$ cat config.mk
export PLATFORM = sky130hd
export DESIGN_NAME = uart_mem_loader
export DESIGN_NICKNAME = d
export VERILOG_FILES = /design/src/rtl/loader_pkg.sv /design/src/rtl/uart_rx.sv /design/src/rtl/uart_mem_loader.sv
export SDC_FILE = /design/constraint.sdc
export NUM_CORES = 1
export LEC_CHECK = 0
export ABC_AREA = 1
export ABC_CLOCK_PERIOD_IN_PS = 1700
export CORE_ASPECT_RATIO = 0.8
export CORE_MARGIN = 2
export CORE_UTILIZATION = 54
export DETAILED_ROUTE_END_ITERATION = 12
export PLACE_DENSITY = 0.79
export SYNTH_ARGS = -nofsm -noshare
export SYNTH_HDL_FRONTEND = slang
export SYNTH_SLANG_ARGS = --single-unit
$ cat constraint.sdc
create_clock -name clk -period 1.7 [get_ports clk]
set_input_delay 0.17 -clock clk [delete_from_list [all_inputs] [get_ports clk]]
set_output_delay 0.17 -clock clk [all_outputs]
set_load 0.02 [all_outputs]
$ cat src/rtl/loader_pkg.sv
// -----------------------------------------------------------------------------
// loader_pkg
// Shared types and constants for the UART pattern-memory loader.
//   ld_state_t   : packet FSM states (IDLE, LEN, DATA, CSUM)
//   rx_state_t   : UART receiver frame states
//   SYNC_BYTE    : first byte of every packet
//   clks_per_bit : clock cycles per UART bit for a given clock and baud rate
// -----------------------------------------------------------------------------
package loader_pkg;

    typedef enum logic [1:0] {
        IDLE = 2'd0,
        LEN  = 2'd1,
        DATA = 2'd2,
        CSUM = 2'd3
    } ld_state_t;

    typedef enum logic [1:0] {
        RX_IDLE  = 2'd0,
        RX_START = 2'd1,
        RX_DATA  = 2'd2,
        RX_STOP  = 2'd3
    } rx_state_t;

    localparam logic [7:0] SYNC_BYTE = 8'hA5;

    function automatic int clks_per_bit(input int clk_hz, input int baud);
        return clk_hz / baud;
    endfunction

endpackage

$ cat src/rtl/uart_rx.sv
// -----------------------------------------------------------------------------
// uart_rx
// 8N1 UART receiver: 2-flop synchronizer, bit timer and LSB-first shift
// register. Runs continuously, independent of the packet layer.
// Ports:
//   clk        : system clock
//   rst        : synchronous active-high reset (aborts any frame in progress)
//   rx         : asynchronous serial input, idles high
//   byte_valid : one-cycle pulse at the stop-bit centre for a good frame
//   byte_data  : received byte, valid with byte_valid
//   frame_err  : one-cycle pulse when the stop bit is sampled low
// -----------------------------------------------------------------------------
module uart_rx
    import loader_pkg::*;
#(
    parameter int CLKS_PER_BIT = 104
) (
    input  logic       clk,
    input  logic       rst,
    input  logic       rx,
    output logic       byte_valid,
    output logic [7:0] byte_data,
    output logic       frame_err
);

    localparam int CNT_W = $clog2(CLKS_PER_BIT);
    localparam logic [CNT_W-1:0] HALF_LAST = CNT_W'(CLKS_PER_BIT / 2 - 1);
    localparam logic [CNT_W-1:0] FULL_LAST = CNT_W'(CLKS_PER_BIT - 1);

    rx_state_t        state_r;
    rx_state_t        state_next_s;
    logic             rx_meta_r;
    logic             rx_sync_r;
    logic             rx_prev_r;
    logic [CNT_W-1:0] cnt_r;
    logic [2:0]       bit_idx_r;
    logic [7:0]       shift_r;
    logic             cnt_hit_s;

    // Sample point: half a bit into the start bit, then every full bit period.
    always_comb begin
        cnt_hit_s = 1'b0;
        if (state_r == RX_START) begin
            cnt_hit_s = (cnt_r == HALF_LAST);
        end else begin
            cnt_hit_s = (cnt_r == FULL_LAST);
        end
    end

    // Frame state transitions.
    always_comb begin
        state_next_s = state_r;
        case (state_r)
            RX_IDLE: begin
                if (rx_prev_r && !rx_sync_r) begin
                    state_next_s = RX_START;
                end else begin
                    state_next_s = RX_IDLE;
                end
            end
            RX_START: begin
                // A line back high at mid start bit is a glitch, not a frame.
                if (cnt_hit_s) begin
                    if (rx_sync_r) begin
                        state_next_s = RX_IDLE;
                    end else begin
                        state_next_s = RX_DATA;
                    end
                end else begin
                    state_next_s = RX_START;
                end
            end
            RX_DATA: begin
                if (cnt_hit_s && (bit_idx_r == 3'd7)) begin
                    state_next_s = RX_STOP;
                end else begin
                    state_next_s = RX_DATA;
                end
            end
            RX_STOP: begin
                if (cnt_hit_s) begin
                    state_next_s = RX_IDLE;
                end else begin
                    state_next_s = RX_STOP;
                end
            end
            default: state_next_s = RX_IDLE;
        endcase
    end

    // Frame state register.
    always_ff @(posedge clk) begin
        if (rst) begin
            state_r <= RX_IDLE;
        end else begin
            state_r <= state_next_s;
        end
    end

    // Synchronizer, bit timer, shift register and registered byte outputs.
    always_ff @(posedge clk) begin
        if (rst) begin
            rx_meta_r  <= 1'b1;
            rx_sync_r  <= 1'b1;
            rx_prev_r  <= 1'b1;
            cnt_r      <= {CNT_W{1'b0}};
            bit_idx_r  <= 3'd0;
            shift_r    <= 8'd0;
            byte_valid <= 1'b0;
            byte_data  <= 8'd0;
            frame_err  <= 1'b0;
        end else begin
            rx_meta_r  <= rx;
            rx_sync_r  <= rx_meta_r;
            rx_prev_r  <= rx_sync_r;
            byte_valid <= 1'b0;
            frame_err  <= 1'b0;

            if ((state_r == RX_IDLE) || cnt_hit_s) begin
                cnt_r <= {CNT_W{1'b0}};
            end else begin
                cnt_r <= cnt_r + CNT_W'(1);
            end

            if (state_r == RX_START) begin
                bit_idx_r <= 3'd0;
            end else if ((state_r == RX_DATA) && cnt_hit_s) begin
                bit_idx_r <= bit_idx_r + 3'd1;
                shift_r   <= {rx_sync_r, shift_r[7:1]};
            end

            if ((state_r == RX_STOP) && cnt_hit_s) begin
                if (rx_sync_r) begin
                    byte_valid <= 1'b1;
                    byte_data  <= shift_r;
                end else begin
                    frame_err  <= 1'b1;
                end
            end
        end
    end

endmodule

$ cat src/rtl/uart_mem_loader.sv
// -----------------------------------------------------------------------------
// uart_mem_loader
// Loads the LED pattern memory from a UART packet stream:
//   0xA5, LEN, LEN data bytes, CSUM (XOR of the data bytes).
// Ports:
//   clk   : system clock
//   rst   : synchronous active-high reset
//   rx    : UART receive line (asynchronous, idles high)
//   we    : memory write strobe, one cycle per word
//   waddr : write address (holds when we=0)
//   wdata : write data, low DATA_W bits of the data byte (holds when we=0)
//   busy  : high from sync-byte acceptance until return to IDLE
//   done  : one-cycle pulse on a packet with a good checksum
//   err   : one-cycle pulse on protocol, framing or timeout error
// -----------------------------------------------------------------------------
module uart_mem_loader
    import loader_pkg::*;
#(
    parameter int CLK_HZ       = 12_000_000,
    parameter int BAUD         = 115200,
    parameter int ADDR_W       = 5,
    parameter int DATA_W       = 3,
    parameter int DEPTH        = 21,
    parameter int TIMEOUT_BITS = 20
) (
    input  logic              clk,
    input  logic              rst,
    input  logic              rx,
    output logic              we,
    output logic [ADDR_W-1:0] waddr,
    output logic [DATA_W-1:0] wdata,
    output logic              busy,
    output logic              done,
    output logic              err
);

    localparam int CLKS_PER_BIT = clks_per_bit(CLK_HZ, BAUD);
    localparam int TIMEOUT_CYC  = TIMEOUT_BITS * CLKS_PER_BIT;
    localparam int TO_W         = $clog2(TIMEOUT_CYC);
    localparam logic [TO_W-1:0] TO_LAST = TO_W'(TIMEOUT_CYC - 1);
    localparam logic [7:0]      DEPTH_B = 8'(DEPTH);

    logic              byte_valid_s;
    logic [7:0]        byte_data_s;
    logic              frame_err_s;

    ld_state_t         state_r;
    ld_state_t         state_next_s;
    logic [7:0]        len_r;
    logic [7:0]        byte_cnt_r;
    logic [ADDR_W-1:0] addr_r;
    logic [7:0]        xor_r;
    logic [TO_W-1:0]   idle_cnt_r;

    logic              load_len_s;
    logic              wr_s;
    logic              done_s;
    logic              err_s;
    logic              timeout_s;
    logic              last_byte_s;

    uart_rx #(
        .CLKS_PER_BIT (CLKS_PER_BIT)
    ) u_rx (
        .clk        (clk),
        .rst        (rst),
        .rx         (rx),
        .byte_valid (byte_valid_s),
        .byte_data  (byte_data_s),
        .frame_err  (frame_err_s)
    );

    assign timeout_s   = (state_r != IDLE) && (idle_cnt_r == TO_LAST);
    assign last_byte_s = (byte_cnt_r == (len_r - 8'd1));

    // Packet FSM next state and per-cycle actions. A framing error aborts
    // from any state; a received byte always wins over a coincident timeout.
    always_comb begin
        state_next_s = state_r;
        load_len_s   = 1'b0;
        wr_s         = 1'b0;
        done_s       = 1'b0;
        err_s        = 1'b0;
        if (frame_err_s) begin
            err_s        = 1'b1;
            state_next_s = IDLE;
        end else begin
            case (state_r)
                IDLE: begin
                    if (byte_valid_s && (byte_data_s == SYNC_BYTE)) begin
                        state_next_s = LEN;
                    end else begin
                        state_next_s = IDLE;
                    end
                end
                LEN: begin
                    if (byte_valid_s) begin
                        if ((byte_data_s == 8'd0) || (byte_data_s > DEPTH_B)) begin
                            err_s        = 1'b1;
                            state_next_s = IDLE;
                        end else begin
                            load_len_s   = 1'b1;
                            state_next_s = DATA;
                        end
                    end else if (timeout_s) begin
                        err_s        = 1'b1;
                        state_next_s = IDLE;
                    end else begin
                        state_next_s = LEN;
                    end
                end
                DATA: begin
                    if (byte_valid_s) begin
                        wr_s = 1'b1;
                        if (last_byte_s) begin
                            state_next_s = CSUM;
                        end else begin
                            state_next_s = DATA;
                        end
                    end else if (timeout_s) begin
                        err_s        = 1'b1;
                        state_next_s = IDLE;
                    end else begin
                        state_next_s = DATA;
                    end
                end
                CSUM: begin
                    if (byte_valid_s) begin
                        if (byte_data_s == xor_r) begin
                            done_s = 1'b1;
                        end else begin
                            err_s  = 1'b1;
                        end
                        state_next_s = IDLE;
                    end else if (timeout_s) begin
                        err_s        = 1'b1;
                        state_next_s = IDLE;
                    end else begin
                        state_next_s = CSUM;
                    end
                end
                default: state_next_s = IDLE;
            endcase
        end
    end

    // Packet FSM state register.
    always_ff @(posedge clk) begin
        if (rst) begin
            state_r <= IDLE;
        end else begin
            state_r <= state_next_s;
        end
    end

    // Counters, running XOR, idle timer and registered outputs.
    always_ff @(posedge clk) begin
        if (rst) begin
            len_r      <= 8'd0;
            byte_cnt_r <= 8'd0;
            addr_r     <= {ADDR_W{1'b0}};
            xor_r      <= 8'd0;
            idle_cnt_r <= {TO_W{1'b0}};
            we         <= 1'b0;
            waddr      <= {ADDR_W{1'b0}};
            wdata      <= {DATA_W{1'b0}};
            busy       <= 1'b0;
            done       <= 1'b0;
            err        <= 1'b0;
        end else begin
            we   <= wr_s;
            done <= done_s;
            err  <= err_s;
            // Busy tracks the state being entered so it drops with done/err.
            busy <= (state_next_s != IDLE);

            if (load_len_s) begin
                len_r      <= byte_data_s;
                byte_cnt_r <= 8'd0;
                addr_r     <= {ADDR_W{1'b0}};
                xor_r      <= 8'd0;
            end else if (wr_s) begin
                waddr      <= addr_r;
                wdata      <= byte_data_s[DATA_W-1:0];
                xor_r      <= xor_r ^ byte_data_s;
                byte_cnt_r <= byte_cnt_r + 8'd1;
                // Stop on the last word so the counter stays within DEPTH-1.
                if (!last_byte_s) begin
                    addr_r <= addr_r + ADDR_W'(1);
                end else begin
                    addr_r <= addr_r;
                end
            end

            if ((state_r == IDLE) || byte_valid_s || (state_next_s != state_r)) begin
                idle_cnt_r <= {TO_W{1'b0}};
            end else begin
                idle_cnt_r <= idle_cnt_r + TO_W'(1);
            end
        end
    end

endmodule

-- Word-level counts from Yosys, hierarchy flattened
Cells that the tools add are included.
- memories: 0
- bits in registers: 88
- memory bits (read-only): 0
- bits in writable memories: 0
- word-level logic and storage cells: 112
- latch bits: 0
- add/sub/neg operators: 6
- bitwise logic cells: 7
- muxes and demuxes: 36
- div/mod/pow operators: 0
- $mul: 0
- magnitude comparators: 1
- reduce and logical (&&, ||, !) cells: 26
- equal/unequal tests: 14
- shift operators: 0
- operators with widths (kind ; number):
    $mux 1 ; 23
    $mux 2 ; 10
    $eq 8x8->1 ; 2
    $pmux 2 s4 ; 2
    $add 12x1->12 const B ; 1
    $eq 12x12->1 const B ; 1
    $reduce_or 2->1 ; 5
    $add 8x1->8 const B ; 1
    $eq 2x2->1 const B ; 4
    $eq 8x8->1 const B ; 1
    $gt 8x5->1 const B ; 1
    $logic_not 8->1 ; 1
    $reduce_and 2->1 ; 4
    $sub 8x1->8 const B ; 1
    $xor 8x8->8 ; 1
    $add 7x1->7 const B ; 1
    $eq 7x6->1 const B ; 1
    $eq 7x7->1 const B ; 1
    $logic_and 1x1->1 ; 6
    $not 1->1 ; 6
    $add 5x1->5 const B ; 1
    $eq 2x1->1 const B ; 2
    $logic_not 2->1 ; 2
    $logic_or 1x1->1 ; 4
    7 further kinds ; 8

-- Logic depth before layout (Yosys ltp)
- depth in word-level cells: 9
- gate-level depth with buffers: 17
- gate-level depth less buffers: 16

-- By module
From an unflattened synthesis, not the netlist that was laid out.
- cells, all modules: 530
- area total of the unflattened synthesis: 3952.5 um^2
- by module, submodules not included (module ; cells an instance ; sequential area each (um^2) ; instances ; area each (um^2)):
    uart_mem_loader ; 364 ; 1101.1 ; 1 ; 2645.0
    uart_rx ; 166 ; 660.6 ; 1 ; 1307.5

-- Worst setup path after synthesis
No wires, ideal clock.
- path type: flip-flop to flip-flop
- start point: register len_r[0]
- end point: register idle_cnt_r[5]
- clock period less this slack: 1.753 ns
- cell stages (with the launch flop): 16
- required time: 1.638 ns
- setup time: 0.062 ns
- arrival: 1.691 ns
- slack: -0.053 ns
- path through: dfxtp_1 -> inv_2 -> ha_1 -> xnor2_1 -> nor2_1 -> nand2_1 -> nor2_1 -> nand2_1 -> nor2_2 -> nand3_1 -> nand2_1 -> nand2_2 -> nand2_2 -> nand2_2 -> buf_6 -> nor2_2
- word-level cells in the longest chain between the ends: 9
- ends and longest elaborated chain (what ; line ; RTL):
    start, declared ; uart_mem_loader.sv:49 ; logic [7:0] len_r;
    start signal, assigned ; uart_mem_loader.sv:178 ; len_r <= byte_data_s;
    $sub 8x1->8 ; uart_mem_loader.sv:74 ; assign last_byte_s = (byte_cnt_r == (len_r - 8'd1));
    $eq 8x8->1 ; uart_mem_loader.sv:74 ;
    $mux 1 ; uart_mem_loader.sv:115 ; if (last_byte_s) begin
    $mux 2 ; uart_mem_loader.sv:113 ; if (byte_valid_s) begin
    $pmux 2 s4 ; uart_mem_loader.sv:88 ; case (state_r)
    $mux 2 ; uart_mem_loader.sv:84 ; if (frame_err_s) begin
    $ne 2x2->1 ; uart_mem_loader.sv:195 ; if ((state_r == IDLE) || byte_valid_s || (state_next_s != state_r)) begin
    $logic_or 1x1->1 ; uart_mem_loader.sv:195 ;
    $reduce_or 2->1 (no line) ; n/a ;
    end signal, assigned ; uart_mem_loader.sv:163 ; idle_cnt_r <= {TO_W{1'b0}};
    end signal, assigned ; uart_mem_loader.sv:196 ; idle_cnt_r <= {TO_W{1'b0}};
    end signal, assigned ; uart_mem_loader.sv:198 ; idle_cnt_r <= idle_cnt_r + TO_W'(1);
    end, declared ; uart_mem_loader.sv:53 ; logic [TO_W-1:0] idle_cnt_r;
Every way passes these cells.
A chain may end at the register's enable or synchronous reset.

-- Worst setup path in the final report
- start point: register len_r[4]
- end point: register idle_cnt_r[8]
Same word-level chain as after synthesis.

==> flow_summary_export.csv <==
group,metric,value,unit
clock_network,insertion_delay,370,ps
worst_setup_path,cp.arrival,2050,ps
power,seq_power_share,0.580,
global_route,overflow,0,
clock_network,cts_tree,"done",
power,ir_drop,0.5390,mV
worst_setup_path,path_max_fanout,6,
worst_setup_path,worst_path_largest_cell_delay,370,ps
clock_network,cts_max_path_buffers,2,
worst_setup_path,crit_type,"flip-flop to flip-flop",
floorplanning,fp-row-count,27,
floorplanning,io_pins,15,
global_route,grt_usage,0.2300,
yosys,netlist_instances,510,
floorplanning,start_util,0.5644,
sta,rsz0062_at_grt,"true",
layout,layout.nets,567,
yosys,ys_ff_latch,88,
sta,period_share,1.026,
clock_network,cts_root_buf,"clkbuf_8",
sta,max_freq,573.1,MHz
power,leakage,0.001898,uW
flow_run,drv_cap,0,
yosys,syn-cell-area,3928,um^2
clock_network,cts_sinks,88,
power,power_switching,891.4,uW
power,p_clk_frac,0.397,
global_route,grt_pass1_vias,3318,
global_route,grt_max_degree,22,
sta,drv_slew,0,
power,internal-power,2669,uW
yosys,yosysWarnings,0,
worst_hold_path,holdCritPathClass,"input port to flip-flop",
detailed_routing,first_pass_iters,6,
yosys,synth_xor_area_frac,0.06690,
power,p_comb_frac,0.023,
clock_network,clk_pin_slew,90,ps
floorplanning,die-width,99.35,um
detailed_routing,finalWirelength,8841,um
sta,skew,9.932,ps
clock_network,numCtsBuffers,9,
detailed_routing,wl_per_cell,13.62,um
yosys,yosysSeqAreaShare,0.4486,
power,powerDensity,730.2,nW/um^2
sta,slew_headroom,0.7720,
sta,worstMarginPinSlew,338.9,ps
place,dpl.hpwl,5891,um
worst_setup_path,critical_path.cell_chain,"nor2_2 > nand3_1 > nand2_2 > nand2_1 > nand2_1 > nand2_2 > nor2_4 > nand3_2 > nand2_2 > nand2_4 > nand2_8 > nand2_8 > nor2_2",
yosys,syn_nets,520,
yosys,synth_top_family_by_area,"simple AND/OR/NAND/NOR gates",
layout,areaGrowthSynthToFinish,24.15,%
sta,worst_slack,-44.98,ps
worst_setup_path,reg2reg_setup_slack,-40,ps
yosys,synth_area_per_cell,7.701,um^2
yosys,synth_compound_area_frac,0.1249,
sta,setup_viol,17,
detailed_routing,drc,0,
place,place_inst,624,
detailed_routing,vias_per_cell,5.381,
worst_setup_path,worst_setup_path_start_kind,"flip-flop",
clock_network,htreeDepth,3,
place,portBuffers,14,
worst_setup_path,cp_slowest_cell,"dfxtp_1",
run_status,violations,"negative setup slack",
layout,utilization,0.7006,
detailed_routing,vias,3492,
layout,stdcell_count,649,
floorplanning,coreArea,6959,um^2
worst_setup_path,cp_data_required_time,2010,ps
sta,finalCriticalPeriod,1745,ps
yosys,synth_cell_types,37,
yosys,synth-simple-area-share,0.2609,
global_route,antenna_found_initial,0,
clock_network,cts_hold_buf,0,
place,gp_congestion,0.9578,
worst_setup_path,path_common_cell,"nand2_2",
layout,num_antenna_cells,0,
yosys,synth_mux_area_frac,0,
global_route,grt_pass1_wl,14610,um
detailed_routing,drtAntennaViolNets,0,
floorplanning,die_y,80.28,um
yosys,synthAdderAreaFrac,0.02230,
worst_setup_path,endpoint_kind,"flip-flop",
power,p_sw_frac,0.2504,
detailed_routing,drt_iter0_drc,194,
run_status,status,"finished, violations left",
floorplanning,die_area,7976,um^2
sta,hold_viol_final,0,
layout,drive_gt1_frac,0.2544,
## flip-flops by register name, indices dropped and copies added, names as in the netlist
| register | cells |
|---|---|
| idle_cnt_r | 12 |
| busy | 1 |
| we | 1 |
| err | 1 |
| u_rx.rx_sync_r | 1 |
| done | 1 |
| u_rx.rx_prev_r | 1 |
| u_rx.frame_err | 1 |
| u_rx.rx_meta_r | 1 |
| u_rx.cnt_r | 7 |
| u_rx.byte_valid | 1 |
| addr_r | 5 |
| u_rx.bit_idx_r | 3 |
| u_rx.shift_r | 8 |
| u_rx.byte_data | 8 |
| waddr | 5 |
| len_r | 8 |
| wdata | 3 |
| xor_r | 8 |
| byte_cnt_r | 8 |
| state_r | 2 |
| u_rx.state_r | 2 |
## cells by family (layout without fill, tap and decap cells)
family | after synthesis | after routing
simple gates | 222 | 223
compound gates | 92 | 92
flops | 88 | 88
buf+inv | 71 | 122
xor+xnor | 30 | 30
fa+ha+maj | 7 | 7
## worst paths after layout
check                       from              to  cells after the start
setup / recovery        len_r[4]   idle_cnt_r[8]                     13
hold / removal                rx  u_rx.rx_meta_r                      2
setup reg to reg        len_r[4]   idle_cnt_r[8]                     13
hold reg to reg   u_rx.rx_meta_r  u_rx.rx_sync_r                      1
## synthesized netlist by cell type
cell type  count  share of area
dfxtp_1       88           0.45
nand2_1       79          0.076
nor2_1        57          0.054
inv_1         48          0.046
a21oi_1       47          0.060
nand3_1       34          0.043
o21ai_0       34          0.043
xor2_1        19          0.042
nor2_2        16          0.025
xnor2_1       11          0.025
nor3_1         9          0.011
ha_1           7          0.022
nand2_2        7          0.011
buf_2          6         0.0076
inv_2          5         0.0048
clkbuf_1       4         0.0038
nand4_1        4         0.0064
or2_2          4         0.0064
a21oi_2        3         0.0067
buf_1          3         0.0029
nor2_4         3         0.0086
a31oi_1        2         0.0032
buf_6          2         0.0057
clkinv_1       2         0.0019
nand3_2        2         0.0051
nor3b_1        2         0.0038
o21ai_2        2         0.0045
a31o_2         1         0.0022
and3_1         1         0.0016
buf_8          1         0.0038
nand3b_1       1         0.0019
nor3_2         1         0.0025
nor4_1         1         0.0016
o21ai_1        1         0.0013
o21bai_1       1         0.0019
o31ai_1        1         0.0019
or3_1          1         0.0016
## placed cells by master (no fill, tap or decap), types with 13 or more instances in the layout
master | netlist | layout
a21oi_1 | 47 | 43
buf_4 | 0 | 33
clkdlybuf4s50_1 | 0 | 14
dfxtp_1 | 88 | 76
inv_1 | 48 | 44
nand2_1 | 79 | 70
nand3_1 | 34 | 31
nor2_1 | 57 | 49
nor2_2 | 16 | 14
nor2_4 | 3 | 13
o21ai_0 | 34 | 30
xor2_1 | 19 | 19
## critical path: cells and delay by family (launching register included)
| kind | cells | cell delay, ps |
|---|---|---|
| and+or+nand+nor | 13 | 1330 |
| DFF | 1 | 370 |
## power groups by stage
stage	combinational [uW]	clock [uW]	sequential, uW
after floorplan	42.0	0	2110
after CTS	71.0	1440	2070
final	82.8	1410	2070
after detailed placement	68.6	0	2110
after global placement	67.8	0	2110
after global routing	91.1	1530	2070
## routing by layer
| layer | share of wire | global-route usage | vias up |
|---|---|---|---|
| met5 | 0 | 0 | - |
| met4 | 0.023 | 0.08630 | 0 |
| met3 | 0.051 | 0.06876 | 27 |
| met2 | 0.48 | 0.3682 | 98 |
| met1 | 0.45 | 0.2947 | 1632 |
| li1 | - | - | 1735 |
## per-stage QoR
step	TNS [ps]	total power [uW]	worst slack (ps)	hold slack (ps)	cell area [um^2]
finish	-511.1	3561	-44.98	362.8	4876
global route	-3178	3686	-184.6	363.7	4876
CTS	-347.7	3579	-40.21	372.9	4602
detailed placement	-2065	2183	-179.6	412.3	4327
global placement	-1089	2182	-94.47	404.5	4327
floorplan	0	2157	15.31	273.8	3941
## final cells by class
type	instances	area, um^2
Clock buffer	9	123.9
Clock inverter	7	73.82
Fill cell	508	2083
Inverter	55	211.5
Multi-Input combinational cell	352	2128
Sequential cell	88	1779
Tap cell	87	108.9
Timing Repair Buffer	51	450.4
## timing repair
action | in CTS | in global routing
gates resized for setup | 17 | 59
pin swaps | 4 | 22
cloned | 1 | 0
buffers inserted | 1 | 7
endpoints found under the setup margin | 18 | 59
(Power assumes the default switching activity.)
